[src/rtl/seg7_scan_decoder_pkg.sv]
// Shared constants for the 7-segment scan decoder: segment bit order, the hex
// pattern table and the output-stage state encoding.
package seg7_scan_decoder_pkg;

  localparam int SEG_A  = 0;
  localparam int SEG_B  = 1;
  localparam int SEG_C  = 2;
  localparam int SEG_D  = 3;
  localparam int SEG_E  = 4;
  localparam int SEG_F  = 5;
  localparam int SEG_G  = 6;
  localparam int SEG_DP = 7;
  localparam int SEG_W  = 8;

  // Entry k is the {g,f,e,d,c,b,a} pattern that displays hex digit k.
  localparam logic [15:0][6:0] SEG_TABLE = {
    7'h71, 7'h79, 7'h5E, 7'h39, 7'h7C, 7'h77, 7'h6F, 7'h7F,
    7'h07, 7'h7D, 7'h6D, 7'h66, 7'h4F, 7'h5B, 7'h06, 7'h3F
  };

  typedef enum logic {
    OUT_EMPTY = 1'b0,
    OUT_FULL  = 1'b1
  } out_state_t;

  typedef struct packed {
    logic       err;
    logic [3:0] value;
  } hex_dec_t;

endpackage

[src/rtl/seg7_to_hex.sv]
// Combinational 7-segment pattern to hex lookup; unknown patterns report err
// with a zero value.
module seg7_to_hex
  import seg7_scan_decoder_pkg::*;
(
  input  logic [6:0] pattern,
  output hex_dec_t   dec
);

  always_comb begin
    dec = '{err: 1'b1, value: 4'h0};
    for (int k = 0; k < 16; k++) begin
      if (pattern == SEG_TABLE[k]) begin
        dec.err   = 1'b0;
        dec.value = 4'(k);
      end
    end
  end

endmodule

[src/rtl/seg7_scan_decoder.sv]
// Monitors a multiplexed 7-segment bus, captures each digit once it has been
// stable, decodes it back to hex and hands out complete frames via valid/ready.
module seg7_scan_decoder
  import seg7_scan_decoder_pkg::*;
#(
  parameter int NUM_DIGITS = 4,
  parameter int STABLE_CYC = 8
) (
  input  logic                    clk,
  input  logic                    rst_n,
  input  logic [7:0]              seg_in,
  input  logic [NUM_DIGITS-1:0]   dig_en,
  input  logic                    out_ready,
  output logic                    out_valid,
  output logic [4*NUM_DIGITS-1:0] out_digits,
  output logic [NUM_DIGITS-1:0]   out_dp,
  output logic [NUM_DIGITS-1:0]   out_err,
  output logic                    overflow
);

  localparam int SW = NUM_DIGITS + SEG_W;
  localparam int CW = $clog2(STABLE_CYC + 1);

  logic [SW-1:0]         sync1_reg, samp_reg, prev_reg;
  logic [CW-1:0]         cnt_reg;
  logic [NUM_DIGITS-1:0] samp_dig;
  logic [7:0]            samp_seg;
  logic                  stable, onehot, capture;
  hex_dec_t              dec;

  assign {samp_dig, samp_seg} = samp_reg;

  always_ff @(posedge clk or negedge rst_n) begin
    if (!rst_n) begin
      sync1_reg <= '0;
      samp_reg  <= '0;
      prev_reg  <= '0;
      cnt_reg   <= '0;
    end else begin
      sync1_reg <= {dig_en, seg_in};
      samp_reg  <= sync1_reg;
      prev_reg  <= samp_reg;
      if (!stable)
        cnt_reg <= '0;
      else if (cnt_reg != CW'(STABLE_CYC))
        cnt_reg <= cnt_reg + CW'(1);
    end
  end

  assign stable  = (samp_reg == prev_reg);
  assign onehot  = (samp_dig != '0) &&
                   ((samp_dig & (samp_dig - NUM_DIGITS'(1))) == '0);
  // Fires once per stable period, on the step into saturation.
  assign capture = stable && (cnt_reg == CW'(STABLE_CYC - 1)) && onehot;

  seg7_to_hex u_dec (
    .pattern (samp_seg[6:0]),
    .dec     (dec)
  );

  logic [NUM_DIGITS-1:0]   cap_slot, seen_reg, slot_dp, slot_err;
  logic [3:0]              slot_val [NUM_DIGITS];
  logic [4*NUM_DIGITS-1:0] frame_digits;
  logic                    frame_done;

  for (genvar gi = 0; gi < NUM_DIGITS; gi++) begin : g_slot
    assign cap_slot[gi]             = capture && samp_dig[gi];
    assign frame_digits[4*gi +: 4]  = slot_val[gi];
  end

  always_ff @(posedge clk or negedge rst_n) begin
    if (!rst_n) begin
      for (int i = 0; i < NUM_DIGITS; i++) slot_val[i] <= 4'h0;
      slot_dp  <= '0;
      slot_err <= '0;
    end else begin
      for (int i = 0; i < NUM_DIGITS; i++) begin
        if (cap_slot[i]) begin
          slot_val[i] <= dec.value;
          slot_dp[i]  <= samp_seg[SEG_DP];
          slot_err[i] <= dec.err;
        end
      end
    end
  end

  assign frame_done = (seen_reg == '1);

  always_ff @(posedge clk or negedge rst_n) begin
    if (!rst_n)
      seen_reg <= '0;
    else if (frame_done)
      seen_reg <= cap_slot;
    else
      seen_reg <= seen_reg | cap_slot;
  end

  out_state_t state_reg, state_next;
  logic       load, drop;

  always_ff @(posedge clk or negedge rst_n) begin
    if (!rst_n) state_reg <= OUT_EMPTY;
    else        state_reg <= state_next;
  end

  always_comb begin
    state_next = state_reg;
    load       = 1'b0;
    drop       = 1'b0;
    case (state_reg)
      OUT_EMPTY: begin
        if (frame_done) begin
          load       = 1'b1;
          state_next = OUT_FULL;
        end
      end
      OUT_FULL: begin
        if (frame_done) begin
          if (out_ready) load = 1'b1;
          else           drop = 1'b1;
        end else if (out_ready) begin
          state_next = OUT_EMPTY;
        end
      end
      default: state_next = OUT_EMPTY;
    endcase
  end

  logic [4*NUM_DIGITS-1:0] out_digits_reg;
  logic [NUM_DIGITS-1:0]   out_dp_reg, out_err_reg;
  logic                    overflow_reg;

  always_ff @(posedge clk or negedge rst_n) begin
    if (!rst_n) begin
      out_digits_reg <= '0;
      out_dp_reg     <= '0;
      out_err_reg    <= '0;
      overflow_reg   <= 1'b0;
    end else begin
      if (load) begin
        out_digits_reg <= frame_digits;
        out_dp_reg     <= slot_dp;
        out_err_reg    <= slot_err;
      end
      if (drop) overflow_reg <= 1'b1;
    end
  end

  assign out_valid  = (state_reg == OUT_FULL);
  assign out_digits = out_digits_reg;
  assign out_dp     = out_dp_reg;
  assign out_err    = out_err_reg;
  assign overflow   = overflow_reg;

endmodule

[config.mk]
export PLATFORM = sky130hd
export DESIGN_NAME = seg7_scan_decoder
export DESIGN_NICKNAME = d
export VERILOG_FILES = /design/src/rtl/seg7_scan_decoder_pkg.sv /design/src/rtl/seg7_to_hex.sv /design/src/rtl/seg7_scan_decoder.sv
export SDC_FILE = /design/constraint.sdc
export NUM_CORES = 1
export LEC_CHECK = 0
export ABC_AREA = 1
export BUFFER_PORTS_ARGS = -buffer_cell sky130_fd_sc_hd__buf_2
export CORE_MARGIN = 5
export CORE_UTILIZATION = 53
export DETAILED_ROUTE_END_ITERATION = 6
export HOLD_SLACK_MARGIN = 0.05
export PLACE_DENSITY = 0.73
export SLEW_MARGIN = 5
export SYNTH_ARGS = -nofsm -noshare
export SYNTH_HDL_FRONTEND = slang
export SYNTH_SLANG_ARGS = --single-unit
[constraint.sdc]
create_clock -name clk -period 1.9 [get_ports clk]
set_input_delay 0 -clock clk [delete_from_list [all_inputs] [get_ports clk]]
set_output_delay 0 -clock clk [all_outputs]
set_load 0.02 [all_outputs]
# Word-level counts from Yosys, hierarchy flattened
# Cells that the tools add are included.
[word_totals] regBits=94 inputBits=15 word_cells=85
[op_classes] n_addsub=2 eq_ne=21 muxes=28 bitwise=3 reduce_logical=9
[ops] op="$eq A7 B7 Y1 const B" n=12
[ops] op="$mux W5" n=16
[ops] op="$eq A7 B3 Y1 const B" n=2
[ops] op="$eq A7 B6 Y1 const B" n=2
[ops] op="$eq A12 B12 Y1" n=1
[ops] op="$mux W4" n=3
[ops] op="$logic_and A1 B1 Y1" n=7
[ops] op="$mux W1" n=7
[ops] op="$add A4 B1 Y4 const B" n=1
[ops] op="$and A4 B4 Y4" n=1
[ops] op="$eq A4 B3 Y1 const B" n=1
[ops] op="$eq A4 B4 Y1 const B" n=1
[ops] op="$logic_not A4 Y1" n=1
[ops] op="$ne A4 B4 Y1 const B" n=1
[ops] op="$or A4 B4 Y4" n=1
[ops] op="$pmux W1 S2" n=2
[ops] op="$reduce_bool A4 Y1" n=1
[ops] op="$sub A4 B1 Y4 const B" n=1
[ops] op="$ne A2 B1 Y1 const B" n=1
[ops] op="$not A1 Y1" n=1

# Longest topological paths before layout
# Gate-level depths: netlist of the first run.
[logic_depth] depth_word=17 ltp_mapped=10

# By module
# From an unflattened synthesis of the first run, not the netlist that was laid out.
[hier_totals] cells_unflattened=439 area_unflattened_um2=3983.8
[by_module_without_submodules] module="seg7_scan_decoder" instances=1 cells_per_inst=373 area_per_inst_um2=3682.3 seq_area_each_um2=2352.3
[by_module_without_submodules] module="seg7_to_hex" instances=1 cells_per_inst=66 area_per_inst_um2=301.5 seq_area_each_um2=0.0

# Worst setup path before layout of the first run
# Ideal clock, no wire load.
[synth_path] path_type="register to register" startpoint="register cnt_reg[0]" endpoint="register slot_val, in the netlist frame_digits[10]" setup_ns=0.123 arrival_time_ns=1.345 path_slack_ns=0.433 path_stages_with_launch=10 period_less_slack_ns=1.467 cell_sequence="dfrtp_1 -> ha_1 -> nand2_1 -> nor2_1 -> o211ai_1 -> nor2_1 -> nand4_1 -> buf_2 -> nand2_1 -> o21ai_1"
[synth_between] elab_chain_cells=4
[synth_lines] item="start, declared" line="seg7_scan_decoder.sv:25" text="logic [CW-1:0] cnt_reg;"
[synth_lines] item="start signal, assigned" line="seg7_scan_decoder.sv:46" text="cnt_reg <= cnt_reg + CW'(1);"
[synth_lines] item="$eq A4 B3 Y1" line="seg7_scan_decoder.sv:54" text="assign capture = stable && (cnt_reg == CW'(STABLE_CYC - 1)) && onehot;"
[synth_lines] item="$logic_and A1 B1 Y1 (2 in series)" line="seg7_scan_decoder.sv:54"
[synth_lines] item="$logic_and A1 B1 Y1" line="seg7_scan_decoder.sv:67" text="assign cap_slot[gi] = capture && samp_dig[gi];"
[synth_lines] item="end signal, assigned by index" line="seg7_scan_decoder.sv:79" text="slot_val[i] <= dec.value;"
[synth_lines] item="end, declared" line="seg7_scan_decoder.sv:62" text="logic [3:0] slot_val [NUM_DIGITS];"
# Every way passes these cells.
# A chain may end at the register's enable or synchronous reset.

# Worst setup path in the final report of the first run
[layout_path] startpoint="register seen_reg[0]" endpoint="register out_digits_reg[0] (netlist: out_digits[0])"
[layout_between] elab_chain_cells=3
[layout_lines] item="start, declared" line="seg7_scan_decoder.sv:61" text="logic [NUM_DIGITS-1:0] cap_slot, seen_reg, slot_dp, slot_err;"
[layout_lines] item="start signal, assigned" line="seg7_scan_decoder.sv:93" text="seen_reg <= cap_slot;"
[layout_lines] item="start signal, assigned" line="seg7_scan_decoder.sv:95" text="seen_reg <= seen_reg | cap_slot;"
[layout_lines] item="$eq A4 B4 Y1 *" line="seg7_scan_decoder.sv:87" text="assign frame_done = (seen_reg == '1);"
[layout_lines] item="$mux W1 (on tied branches)" line="seg7_scan_decoder.sv:118, seg7_scan_decoder.sv:112"
[layout_lines] item="$pmux W1 S2 *" line="seg7_scan_decoder.sv:110" text="case (state_reg)"
[layout_lines] item="end signal, assigned" line="seg7_scan_decoder.sv:141" text="out_digits_reg <= frame_digits;"
[layout_lines] item="end, declared" line="seg7_scan_decoder.sv:129" text="logic [4*NUM_DIGITS-1:0] out_digits_reg;"
# Every way passes the cells marked *; elsewhere a longest branch is shown, timed or not.

==> metrics, run 1 <==
outcome finished, final reports clean; Reg-to-Reg End out_digits[0]; Worst Tran Pin Value around 0.42 ns; final WL 6240 um; Post-Synth Adder-Cell Area less than 1%; clk_lat worst skew between 0.3 and 0.4 ns; NumNets Final approximately 400; die outline height between 90 and 100 um; largest family of logic cells by synthesized area simple AND/OR/NAND/NOR gates; clock skew 0.0124 ns; GRT overflow 0; antenna violations before repair 0; fill count around 530; Reg2Reg Launch Point seen_reg[0]; Ant. Diodes 0; Std-Cell Rows 30; DRC 0; post-CTS setup buffers 0; Port Buffer Count 40; setup slack, reg-to-reg 0.23 ns; Fmax achieved about 600 MHz; Sink Count 94; CTS max path bufs 2; largest net degree at the start of global routing 48; setup ws final 0.229 ns; yosys synthesis warning count 0; initial DRC count approximately 100; min cycle time layout about 1.7 ns; I/O pins between 40 and 50; global-route wire length before repair between 10000 and 15000 um; pre-CTS WS around 0.23 ns; syn_nets 338; clock root cell clkbuf_8; GR peak layer met2; max incr delay on CP 0.43 ns; CTS H-tree depth 3; CP startpoint seen_reg[0]; Total Routing Usage GR roughly 16%; area of the core between 6000 and 7000 um^2; Static Leak between 2 and 2.5 nW; Synth cell types 29; Max Cap Viol 0; GR Util met2 between 20% and 30%; hpwl dp approximately 4300 um; Final Power around 3.6 mW; Worst setup SP type register; Layout area overhead 18.4%; Req. time, crit path around 2.1 ns; Initial Util 54.5%; FF+latch count, synth 94; VDD IR max about 0.53 mV; Final Hold Viols 0; DRT antenna net count 0; crit share post-route 88.0%; wire per inst approximately 13 um; vias in the first global route 2375; final setup TNS 0 ns; HP Class in2async; RSZ-0062 raised after global routing no; clock slew seen by the registers of the worst setup and hold paths 0.09 ns; mux share of post-synthesis cell area a little under a tenth; worst path bufs/invs 1; Setup CP Type reg2reg; Slew HR 72.0%; Synth Area in Simple Gates 15.3%; syn_area_per_cell roughly 12 um^2; data arrival time of the critical path around 1.9 ns; Vias about 2300; Worst path top cell family by delay simple AND/OR/NAND/NOR gates; Via density a little under 5; worst-path fanout max 24; FF-to-FF path depth 4; sequential fraction of the synthesis area between 60% and 70%; Placer Congestion 0.805; met1 GRT Util between 20% and 30%; Die X about 94 um; met3 Usage GRT 2.98%; CP max-delay cell nor4_4; compound-cell area share of the yosys netlist ~3.9%; final setup violating endpoints 0; die area approximately 8800 um^2; PD cells 816 nW/um^2; Mapped Cells 321; CTS tree done; TritonCTS Buffers 9; crit-path cells inv_2, nor4_4, nand2_4, mux2_4; Setup crit end kind register; Mapped Area between 3000 and 4000 um^2; drt first pass iters 4; Slew Limit Fails 0; share of layout cells above drive strength 1 around a quarter; area share of xor/xnor cells in the synthesized design 3.31%
## routing by layer
metal	vias up	wire length [um]
li1	1160	-
met1	1135	2750
met2	46	3110
met3	8	289
met4	0	93
met5	-	0
## kinds of logic after synthesis
| logic type | after synthesis |
|---|---|
| flip-flops | 94 |
| AO/OA/AOI/OAI | 27 |
| buffers and inverters | 33 |
| AND/OR/NAND/NOR | 127 |
| multiplexers | 24 |
| adder cells (fa/ha/maj) | 2 |
| XOR/XNOR | 14 |
## cells in the mapped netlist, drive strengths merged
library cell | count | share of area, %
o211ai | 1 | 0.20
nand3 | 7 | 0.95
nand4 | 7 | 1.2
mux2 | 24 | 9.3
ha | 2 | 0.68
buf | 7 | 1.3
nor3b | 1 | 0.20
nor3 | 4 | 0.85
o21bai | 2 | 0.41
and2 | 2 | 0.34
o21ai | 21 | 2.8
nand2 | 74 | 7.7
a21oi | 2 | 0.27
nand3b | 1 | 0.20
xor2 | 11 | 2.6
nor2 | 29 | 3.1
dfrtp | 94 | 64
nor4 | 1 | 0.57
xnor2 | 3 | 0.71
a21boi | 1 | 0.20
and3 | 1 | 0.17
inv | 26 | 2.6
## layout by cell type, fill, tap and decap left out, types with 2 or more instances in the layout
cell type | synthesis | routed
dfrtp_1 | 94 | 94
nand2_1 | 73 | 73
buf_2 | 5 | 39
nor2_1 | 27 | 27
inv_1 | 25 | 25
mux2_4 | 20 | 20
o21ai_1 | 16 | 16
dlygate4sd3_1 | 0 | 14
xor2_1 | 11 | 11
clkbuf_8 | 0 | 11
nand4_1 | 7 | 7
nand3_1 | 7 | 7
buf_4 | 0 | 6
o21ai_0 | 5 | 5
mux2_2 | 4 | 4
xnor2_1 | 3 | 3
nor3_1 | 3 | 3
nor2_2 | 2 | 2
o21bai_1 | 2 | 2
a21oi_1 | 2 | 2
and2_1 | 2 | 2
ha_1 | 2 | 2
clkinvlp_4 | 0 | 2
## where the power goes
group / total (mW) / switching [mW] / internal (mW)
clock: 1.36 / 0.673 / 0.685
sequential: 2.07 / 0.0284 / 2.04
combinational: 0.151 / 0.0892 / 0.0620
## what timing repair did
item | CTS | global route
endpoints found under the hold margin | 108 | 0
resized for setup | 0 | 0
endpoints found under the setup margin | 0 | 0
hold buffers | 14 | 0
## how the worst max path moves through the flow
stage                     slack [ns]  cells after the start               end
after floorplan                 0.43                      9  frame_digits[10]
after global placement          0.29                      4        out_err[3]
after detailed placement        0.23                      4     out_digits[0]
after CTS                       0.21                      4     out_digits[5]
after global routing            0.03                     10  frame_digits[12]
final                           0.23                      4     out_digits[0]
## layout make-up
type	count	area (um^2)	share of cell area (%)
multi-input combinational	194	1200	27.4
tap	96	120	2.74
clock inverter	4	53.8	1.23
inverter	26	97.6	2.23
sequential	94	2350	53.7
clock buffer	12	155	3.54
timing repair buffer	60	400	9.14
## metrics by stage
stage | instances | cell area (um^2) | hold slack [ns] | util [%]
final | 486 | 4380 | 0.0925 | 64.5
after global routing | 486 | 4380 | 0.136 | 64.5
after detailed placement | 456 | 4030 | -0.0611 | 59.4
after floorplan | 321 | 3700 | -0.296 | -
after CTS | 486 | 4380 | 0.0927 | 64.5
after global placement | 456 | 4030 | -0.0675 | 59.4
Note: power is estimated with default switching activity, not from simulation.
==> run 2: changes to the inputs <==
Settings changed: BUFFER_PORTS_ARGS -buffer_cell sky130_fd_sc_hd__buf_2 to -buffer_cell sky130_fd_sc_hd__buf_4.
==> metrics, run 2 (synthesized netlist as in run 1, its figures left out) <==
final WL 6050 um; Worst setup SP type register; post_cts resized 0; Via density between 4 and 5; min cycle time layout about 1.7 ns; die outline height ~94 um; share of layout cells above drive strength 1 23.6%; global-route wire length before repair 10500 um; area of the multi-input gates 1200 um^2; CTS H-tree depth 3; I/O pins roughly 40; initial DRC count between 90 and 100; DRC 0; PD cells 793 nW/um^2; vias in the first global route between 2000 and 2500; Worst Tran Pin Value around 0.44 ns; post-CTS setup buffers 0; final design utilization about 66%; Placed Instance Area around 4100 um^2; die area approximately 9000 um^2; Final Hold Viols 0; largest net degree at the start of global routing 49; area of the core roughly 6800 um^2; Fmax achieved between 600 and 700 MHz; GRT overflow 0; final setup TNS 0 ns; Static Leak about 2.3 nW; drt first pass iters 4; Die X ~94 um; Vias approximately 2300; Max Cap Viol 0; DRT antenna net count 0; fill count between 500 and 600; RSZ-0062 raised after global routing no; clock slew seen by the registers of the worst setup and hold paths 0.09 ns; TritonCTS Buffers 9; Total Routing Usage GR 15.4%; Sink Count 94; Setup CP Type reg2reg; Req. time, crit path roughly 2.1 ns; Slew Limit Fails 0; Setup crit end kind register; data arrival time of the critical path roughly 1.9 ns; final setup violating endpoints 0; CTS max path bufs 2; Reg-to-Reg End out_err[0]; CP Capture Point out_err[0]; Reg2Reg Launch Point seen_reg[0]; clock skew 0.0126 ns; worst-path fanout max 24; Std-Cell Rows 30; setup ws final approximately 0.24 ns; VDD IR max 0.636 mV; Port Buffer Count 40; CTS tree done; setup slack, reg-to-reg between 0.2 and 0.25 ns; NumNets Final 402; Slew HR 70.6%; Initial Util between 50 and 60%; CP startpoint seen_reg[0]; pre-CTS WS 0.233 ns; antenna violations before repair 0; clock root cell clkbuf_8; commonest non-fill, non-tap cell in the layout dfrtp_1; Hold Buf Count CTS 14; clk_lat worst skew roughly 0.36 ns; wire per inst 12.4 um; Final Cell Area 4480 um^2; crit share post-route 87.3%; Reg area 2350 um^2; Layout area overhead 21.0%; Placer Congestion between 0.7 and 0.8; HP Class in2async; FF-to-FF path depth 4; Ant. Diodes 0; outcome finished, final reports clean; most frequent cells in the layout dfrtp_1, nand2_1, buf_4; hpwl dp about 4100 um
run 2: per-stage QoR:
step	instances	total power, mW	hold slack [ns]
6_report	486	3.55	0.0822
5_1_grt	486	3.70	0.0996
4_1_cts	486	3.59	0.0717
3_5_place_dp	456	2.25	-0.0765
3_3_place_gp	456	2.24	-0.0782
2_1_floorplan	321	2.16	-0.296
run 2: critical path, stage by stage (launching register included):
cell     delay, ns
dfrtp_1       0.35
inv_2         0.05
nor4_4        0.41
nand2_4       0.34
mux2_4        0.39
run 2: how the worst min path moves through the flow:
stage / cells past startpoint / from / slack [ns] / to
finish: 2 / rst_n / 0.08 / sync1_reg[11]
global route: 2 / rst_n / 0.1 / sync1_reg[11]
CTS: 2 / rst_n / 0.07 / cnt_reg[1]
detailed placement: 1 / rst_n / -0.08 / sync1_reg[11]
global placement: 1 / rst_n / -0.08 / sync1_reg[11]
floorplan: 0 / rst_n / -0.30 / cnt_reg[0]
run 2: layer usage:
layer	routed length (um)	vias to the layer above	track usage, %
li1	-	1158	-
met1	2810	1096	20.6
met2	2850	41	23.3
met3	241	9	3.46
met4	140	0	8.54
met5	0	-	0
run 2: final cells by class:
type                            instances  share of cell area, %
Sequential cell                        94                   52.6
Timing Repair Buffer                   60                   11.1
Multi-Input combinational cell        194                   26.9
Inverter                               26                   2.18
Tap cell                               96                   2.68
Clock inverter                          7                   1.82
Clock buffer                            9                   2.77
run 2: report_power, final:
part	leakage, nW	switching, mW	internal (mW)
clock	0.100	0.702	0.624
sequential	1.23	0.0279	2.04
combinational	0.997	0.0894	0.0693
total	2.33	0.819	2.73
